`src/rtl/alu_seq.sv`:
```
// RV32I-style execute ALU with valid/ready handshakes, iterative shifter and a held output register.
// Optional iterative multiplier (op 10) is enabled by defining ALU_MUL_EN.
module alu_seq #(
    parameter int WIDTH      = 32,
    parameter int SHIFT_STEP = 1
) (
    input  logic             clk,
    input  logic             rst_n,
    input  logic             in_valid,
    output logic             in_ready,
    input  logic [3:0]       op,
    input  logic [WIDTH-1:0] data_r1,
    input  logic [WIDTH-1:0] data_r2,
    output logic             out_valid,
    input  logic             out_ready,
    output logic [WIDTH-1:0] ALUResult,
    output logic             Zero,
    output logic             Negative,
    output logic             Carry,
    output logic             Overflow
);
    localparam int SAW = $clog2(WIDTH);
    localparam int CW  = SAW + 1;
    localparam logic [CW-1:0] STEP_C = CW'(SHIFT_STEP);

    localparam logic [3:0] OP_ADD  = 4'd0;
    localparam logic [3:0] OP_SUB  = 4'd1;
    localparam logic [3:0] OP_SLL  = 4'd2;
    localparam logic [3:0] OP_SLT  = 4'd3;
    localparam logic [3:0] OP_SLTU = 4'd4;
    localparam logic [3:0] OP_XOR  = 4'd5;
    localparam logic [3:0] OP_SRL  = 4'd6;
    localparam logic [3:0] OP_SRA  = 4'd7;
    localparam logic [3:0] OP_OR   = 4'd8;
    localparam logic [3:0] OP_AND  = 4'd9;
`ifdef ALU_MUL_EN
    localparam logic [3:0] OP_MUL  = 4'd10;

    typedef enum logic [1:0] {ST_IDLE = 2'd0, ST_SHIFT = 2'd1, ST_MUL = 2'd2} state_t;
`else
    typedef enum logic [1:0] {ST_IDLE = 2'd0, ST_SHIFT = 2'd1} state_t;
`endif

    typedef struct packed {
        logic [WIDTH-1:0] res;
        logic             z;
        logic             n;
        logic             c;
        logic             v;
    } res_t;

    function automatic res_t flags_of(input logic [WIDTH-1:0] r);
        res_t o;
        o.res = r;
        o.z   = (r == {WIDTH{1'b0}});
        o.n   = r[WIDTH-1];
        o.c   = 1'b0;
        o.v   = 1'b0;
        return o;
    endfunction

    function automatic logic is_shift(input logic [3:0] f);
        return (f == OP_SLL) || (f == OP_SRL) || (f == OP_SRA);
    endfunction

    // Every op that completes in one cycle; shifts only arrive here with a zero amount.
    function automatic res_t single_op(input logic [3:0] f, input logic [WIDTH-1:0] a,
                                       input logic [WIDTH-1:0] b);
        res_t         r;
        logic [WIDTH:0] sum;
        sum = {1'b0, a} + {1'b0, b};
        r   = flags_of({WIDTH{1'b0}});
        case (f)
            OP_ADD: begin
                r   = flags_of(sum[WIDTH-1:0]);
                r.c = sum[WIDTH];
                r.v = (a[WIDTH-1] == b[WIDTH-1]) && (sum[WIDTH-1] != a[WIDTH-1]);
            end
            OP_SUB: begin
                sum = {1'b0, a} + {1'b0, ~b} + {{WIDTH{1'b0}}, 1'b1};
                r   = flags_of(sum[WIDTH-1:0]);
                r.c = sum[WIDTH];
                r.v = (a[WIDTH-1] != b[WIDTH-1]) && (sum[WIDTH-1] != a[WIDTH-1]);
            end
            OP_SLL, OP_SRL, OP_SRA: r = flags_of(a);
            OP_SLT:  r = flags_of({{(WIDTH-1){1'b0}}, ($signed(a) < $signed(b))});
            OP_SLTU: r = flags_of({{(WIDTH-1){1'b0}}, (a < b)});
            OP_XOR:  r = flags_of(a ^ b);
            OP_OR:   r = flags_of(a | b);
            OP_AND:  r = flags_of(a & b);
            default: r = flags_of({WIDTH{1'b0}});
        endcase
        return r;
    endfunction

    state_t           state_r, state_s;
    logic [WIDTH-1:0] shv_r, shv_s;
    logic [CW-1:0]    rem_r, rem_s;
    logic [3:0]       op_r, op_s;
    res_t             out_r, out_s;
    logic             out_valid_r, out_valid_s;
    logic             accept_s;
    logic [CW-1:0]    shamt_s;
    logic [CW-1:0]    step_s;
    logic [WIDTH-1:0] shifted_s;
`ifdef ALU_MUL_EN
    logic [WIDTH-1:0] acc_r, acc_s;
    logic [WIDTH-1:0] mcand_r, mcand_s;
    logic [WIDTH-1:0] mplier_r, mplier_s;
    logic [CW-1:0]    cnt_r, cnt_s;
    logic [WIDTH-1:0] partial_s;
`endif

    assign in_ready  = (state_r == ST_IDLE) && (!out_valid_r || out_ready);
    assign accept_s  = in_valid && in_ready;
    assign shamt_s   = {1'b0, data_r2[SAW-1:0]};
    assign step_s    = (rem_r < STEP_C) ? rem_r : STEP_C;

    assign out_valid = out_valid_r;
    assign ALUResult = out_r.res;
    assign Zero      = out_r.z;
    assign Negative  = out_r.n;
    assign Carry     = out_r.c;
    assign Overflow  = out_r.v;

    // One iteration of the shifter on the working register.
    always_comb begin
        shifted_s = shv_r;
        case (op_r)
            OP_SLL:  shifted_s = shv_r << step_s;
            OP_SRL:  shifted_s = shv_r >> step_s;
            OP_SRA:  shifted_s = $signed(shv_r) >>> step_s;
            default: shifted_s = shv_r;
        endcase
    end

`ifdef ALU_MUL_EN
    assign partial_s = mplier_r[0] ? mcand_r : {WIDTH{1'b0}};
`endif

    // Next-state, datapath and output-register logic.
    always_comb begin
        state_s     = state_r;
        shv_s       = shv_r;
        rem_s       = rem_r;
        op_s        = op_r;
        out_s       = out_r;
        out_valid_s = out_valid_r && !out_ready;
`ifdef ALU_MUL_EN
        acc_s       = acc_r;
        mcand_s     = mcand_r;
        mplier_s    = mplier_r;
        cnt_s       = cnt_r;
`endif
        case (state_r)
            ST_IDLE: begin
                if (accept_s) begin
                    if (is_shift(op) && (shamt_s != {CW{1'b0}})) begin
                        state_s = ST_SHIFT;
                        shv_s   = data_r1;
                        rem_s   = shamt_s;
                        op_s    = op;
`ifdef ALU_MUL_EN
                    end else if (op == OP_MUL) begin
                        state_s  = ST_MUL;
                        acc_s    = {WIDTH{1'b0}};
                        mcand_s  = data_r1;
                        mplier_s = data_r2;
                        cnt_s    = CW'(WIDTH - 1);
`endif
                    end else begin
                        out_s       = single_op(op, data_r1, data_r2);
                        out_valid_s = 1'b1;
                    end
                end else begin
                    state_s = ST_IDLE;
                end
            end
            ST_SHIFT: begin
                shv_s = shifted_s;
                rem_s = rem_r - step_s;
                if (rem_r == step_s) begin
                    out_s       = flags_of(shifted_s);
                    out_valid_s = 1'b1;
                    state_s     = ST_IDLE;
                end else begin
                    state_s = ST_SHIFT;
                end
            end
`ifdef ALU_MUL_EN
            // Shift-add: one multiplier bit consumed per cycle, WIDTH cycles total.
            ST_MUL: begin
                acc_s    = acc_r + partial_s;
                mcand_s  = mcand_r << 1;
                mplier_s = mplier_r >> 1;
                cnt_s    = cnt_r - {{(CW-1){1'b0}}, 1'b1};
                if (cnt_r == {CW{1'b0}}) begin
                    out_s       = flags_of(acc_r + partial_s);
                    out_valid_s = 1'b1;
                    state_s     = ST_IDLE;
                end else begin
                    state_s = ST_MUL;
                end
            end
`endif
            default: state_s = ST_IDLE;
        endcase
    end

    // State and output registers with synchronous active-low reset.
    always_ff @(posedge clk) begin
        if (!rst_n) begin
            state_r     <= ST_IDLE;
            shv_r       <= {WIDTH{1'b0}};
            rem_r       <= {CW{1'b0}};
            op_r        <= 4'd0;
            out_r.res   <= {WIDTH{1'b0}};
            out_r.z     <= 1'b1;
            out_r.n     <= 1'b0;
            out_r.c     <= 1'b0;
            out_r.v     <= 1'b0;
            out_valid_r <= 1'b0;
`ifdef ALU_MUL_EN
            acc_r       <= {WIDTH{1'b0}};
            mcand_r     <= {WIDTH{1'b0}};
            mplier_r    <= {WIDTH{1'b0}};
            cnt_r       <= {CW{1'b0}};
`endif
        end else begin
            state_r     <= state_s;
            shv_r       <= shv_s;
            rem_r       <= rem_s;
            op_r        <= op_s;
            out_r       <= out_s;
            out_valid_r <= out_valid_s;
`ifdef ALU_MUL_EN
            acc_r       <= acc_s;
            mcand_r     <= mcand_s;
            mplier_r    <= mplier_s;
            cnt_r       <= cnt_s;
`endif
        end
    end

endmodule

```
`config.mk`:
```
export PLATFORM = sky130hd
export DESIGN_NAME = alu_seq
export DESIGN_NICKNAME = d
export VERILOG_FILES = /design/src/rtl/alu_seq.sv
export SDC_FILE = /design/constraint.sdc
export NUM_CORES = 1
export LEC_CHECK = 0
export ABC_AREA = 1
export CAP_MARGIN = 10
export CORE_ASPECT_RATIO = 1.25
export CORE_MARGIN = 2
export CORE_UTILIZATION = 45
export DETAILED_ROUTE_END_ITERATION = 8
export GPL_TIMING_DRIVEN = 0
export PLACE_DENSITY_LB_ADDON = 0.1
export SKIP_LAST_GASP = 1
export SLEW_MARGIN = 0
export SYNTH_ARGS = -nofsm -noshare
export SYNTH_HDL_FRONTEND = slang
export SYNTH_SLANG_ARGS = --single-unit
```
`constraint.sdc`:
```
create_clock -name clk -period 6.6 [get_ports clk]
set_input_delay 0.99 -clock clk [delete_from_list [all_inputs] [get_ports clk]]
set_output_delay 0.99 -clock clk [all_outputs]
set_load 0.01 [all_outputs]
```
==> impl_metrics.csv <==
group,metric,value,unit
worst_setup_path,cp_cell_sequence,"clkdlybuf4s50_1 -> ha_1 -> inv_1 -> fa_1 -> inv_1 -> nand2_1 -> nand2_1 -> nand3_1 -> nand2_1 -> nand2_1 -> nand2_1 -> nand2_1 -> nand3_1 -> nand2_1 -> nor2_1 -> nand2_1 -> nor2_1 -> nand4_1 -> nand3_1 -> nand2_1 -> nand2_1 -> nand2_1 -> nand2_1",
worst_setup_path,critPathMaxStageDelay,0.56,ns
routing,via_per_inst,5.946,
worst_setup_path,cpMaxStageDelayCell,"clkdlybuf4s50_1",
placed_design,gp_congestion,1.050,
logic_synthesis,synth_fp_nets,2159,
logic_synthesis,async_flop_share,0,%
finish,multi_input_area,0.008043,mm²
sta,fin_worst_skew,0.006754,ns
sta,min_period,4.512,ns
routing,vias,14440,
worst_setup_path,end_kind,"register",
worst_setup_path,startpoint_type,"primary input",
logic_synthesis,synth_seq_cells,79,
logic_synthesis,ys.flop_type,"dfxtp_1",
floorplanning,die-width,145.4,µm
sta,hold_viol_final,0,
global_route,grt_util_all_layers,41.06,%
floorplanning,core,0.02450,mm²
clock_network,ctsHoldBuffers,0,
finish,fin_nets,2279,
finish,most-common-layout-cells,"nand2_1 (621), inv_1 (303), nor2_1 (149), ha_1 (112), clkdlybuf4s50_1 (109)",
clock_network,cts_tree,"done",
hold_path,min_path_type,"register to register",
hold_path,worstHoldEndpoint,"Overflow$_SDFFE_PN0P_",
logic_synthesis,syn_inst,1973,
placed_design,portBuffers,109,
worst_setup_path,criticalPathCategory,"primary input to register",
global_route,grt_pass1_wl,81510,µm
power_and_ir_drop,p_per_area,166.9,mW/mm²
sta,fin_crit_sh,68.36,%
sta,drv_slew,0,
routing,dr.pass1.iters,8,
floorplanning,rows,64,
clock_network,root_buffer,"clkbuf_16",
worst_setup_path,cp_max_fo,5,
worst_setup_path,cpMostUsedCell,"nand2_1",
clock_network,post_cts_resized,0,
power_and_ir_drop,leakage,6.406,nW
finish,syn_to_final_growth,16.41,%
hold_path,min_from,"Overflow$_SDFFE_PN0P_",
sta,rsz0062_at_grt,"false",
logic_synthesis,yosysUniqueCellTypes,53,
logic_synthesis,syn_area_per_cell,5.698,µm²
routing,drtIter0Drc,1367,
clock_network,htree_levels,3,
clock_network,clk_pin_slew,0.06,ns
routing,post_drt_wl_per_cell,23.05,µm
floorplanning,start_util,45.88,%
finish,layout.cells.non_filler,2428,
outcome,status,"finished, final reports clean",
power_and_ir_drop,peakVddDrop,0.0001171,V
finish,finish.instance_area,0.01309,mm²
finish,mostFrequentLayoutCell,"nand2_1",
floorplanning,top_level_ports,110,
hold_path,whs_path_depth,2,
worst_setup_path,rrSetupSlack,3.19,ns
routing,drt_wl_total,55970,µm
worst_setup_path,cp.buffers_inverters,3,
sta,finalSetupViolations,0,
worst_setup_path,timing.rr.start,"rem_r[2]$_SDFFE_PN0P_",
routing,drc,0,
floorplanning,dieHeight,180.7,µm
flow_run,maxCapViolCount,0,
global_route,antenna_found_initial,0,
worst_setup_path,rr_worst_depth,11,
worst_setup_path,crit_family,"simple AND/OR/NAND/NOR gates",
clock_network,clock_sink_count,79,
placed_design,dp_hpwl,46180,µm
worst_setup_path,cp.arrival,4.81,ns
global_route,grt_max_degree,13,
sta,tns,0,ns
clock_network,post_cts_buffers,0,
finish,diodes,0,
global_route,grt_pass1_vias,13930,
logic_synthesis,synth.yosys.seq_area_share,14.07,%
finish,final_layout_size_suffix_gt1_share,5.052,%
logic_synthesis,yosys_warnings,0,
finish,fill_cells,2707,
placed_design,dpl-instance-area,0.01275,mm²
logic_synthesis,synth_area,0.01124,mm²
floorplanning,dieArea,0.02627,mm²
sta,slew_headroom,36.19,%
worst_setup_path,required,6.89,ns
clock_network,clk_path_buf_depth,2,
routing,antenna_left,0,
sta,tightestPinTransition,0.9448,ns
placed_design,numPlacedInstances,2412,
clock_network,cts_buffers,9,
sta,fmax,221.6,MHz
logic_synthesis,synth_edf_count,0,
clock_network,clock_latency,0.35,ns
worst_setup_path,r2r_end,"ALUResult[26]$_SDFFE_PN0P_",
finish,final_core_util,53.41,%
global_route,grt.overflow.total,0,
finish,ff_latch_area,0.001582,mm²
area by class of cell:
type                            count  area share [%]
Multi-Input combinational cell   1490           61.46
Sequential cell                    79           12.09
Inverter                          321           9.217
Timing Repair Buffer              109           8.337
Tap cell                          330           3.155
Buffer                             83           3.146
Clock buffer                       13           1.912
Clock inverter                      3          0.6884
cells in the mapped netlist (all sizes together), types with 39 or more instances:
master  number  area, µm²
a21oi       88      455.4
clkbuf      44      166.4
inv        320       1201
nor2       157      614.3
nand4       48      306.5
o21ai       77      385.4
o22ai       41      256.5
nand2      633       2416
buf         39      245.2
nand3      108      565.5
a31oi       66      412.9
dfxtp       79       1582
ha         112       1401
registers in the layout, summed over array words and instances (netlist names):
register,cells
Overflow,1
rem_r,6
Zero,1
shv_r,32
out_valid,1
Carry,1
op_r,4
state_r,1
ALUResult,32
layer usage:
metal  up-vias  GRT usage, %  wire length (µm)
met3       196         4.394              4695
met1      6711         48.22             20990
met4         0         26.31              3954
met5         -             0                 0
li1       6693             -                 -
met2       836         71.13             26330
power breakdown:
group          switching [mW]  leakage (nW)  total [mW]  internal (mW)
Clock                   0.200         0.164       0.580          0.381
Sequential             0.0224         0.646       0.534          0.512
Combinational           0.737          5.60        1.07          0.332
cells by family after synthesis:
group	synth area share, %
simple gates	38.32
buf+inv	14.39
compound gates	19.54
fa+ha+maj	12.82
flops	14.07
xor+xnor	0.8570
worst reg2reg max path: cells and delay by family (launching register included):
kind / cells / cell delay (ns)
buffers and inverters: 4 / 1.73
AND/OR/NAND/NOR: 5 / 0.82
flip-flops: 1 / 0.34
AO/OA/AOI/OAI: 1 / 0.20
adder cells (fa/ha/maj): 1 / 0.17
worst max path at each step:
stage               start  slack (ns)           endpoint  cells after the start
6_report       data_r1[0]        2.09  Zero$_SDFFE_PN1P_                     23
3_5_place_dp   data_r1[0]        1.92  Zero$_SDFFE_PN1P_                     23
2_1_floorplan  data_r1[0]        3.66  Zero$_SDFFE_PN1P_                     22
4_1_cts        data_r1[0]        2.27  Zero$_SDFFE_PN1P_                     23
5_1_grt        data_r1[0]        2.04  Zero$_SDFFE_PN1P_                     23
3_3_place_gp   data_r2[0]        1.96  Zero$_SDFFE_PN1P_                     23
per-stage QoR:
stage,hold WS (ns),setup WS [ns],power [mW]
3_5_place_dp,0.4586,1.923,1.568
6_report,0.4712,2.088,2.184
4_1_cts,0.4697,2.268,2.142
2_1_floorplan,0.4585,3.665,1.153
5_1_grt,0.5023,2.039,2.279
3_3_place_gp,0.4592,1.955,1.561
Note: power is estimated with default switching activity, not from simulation.
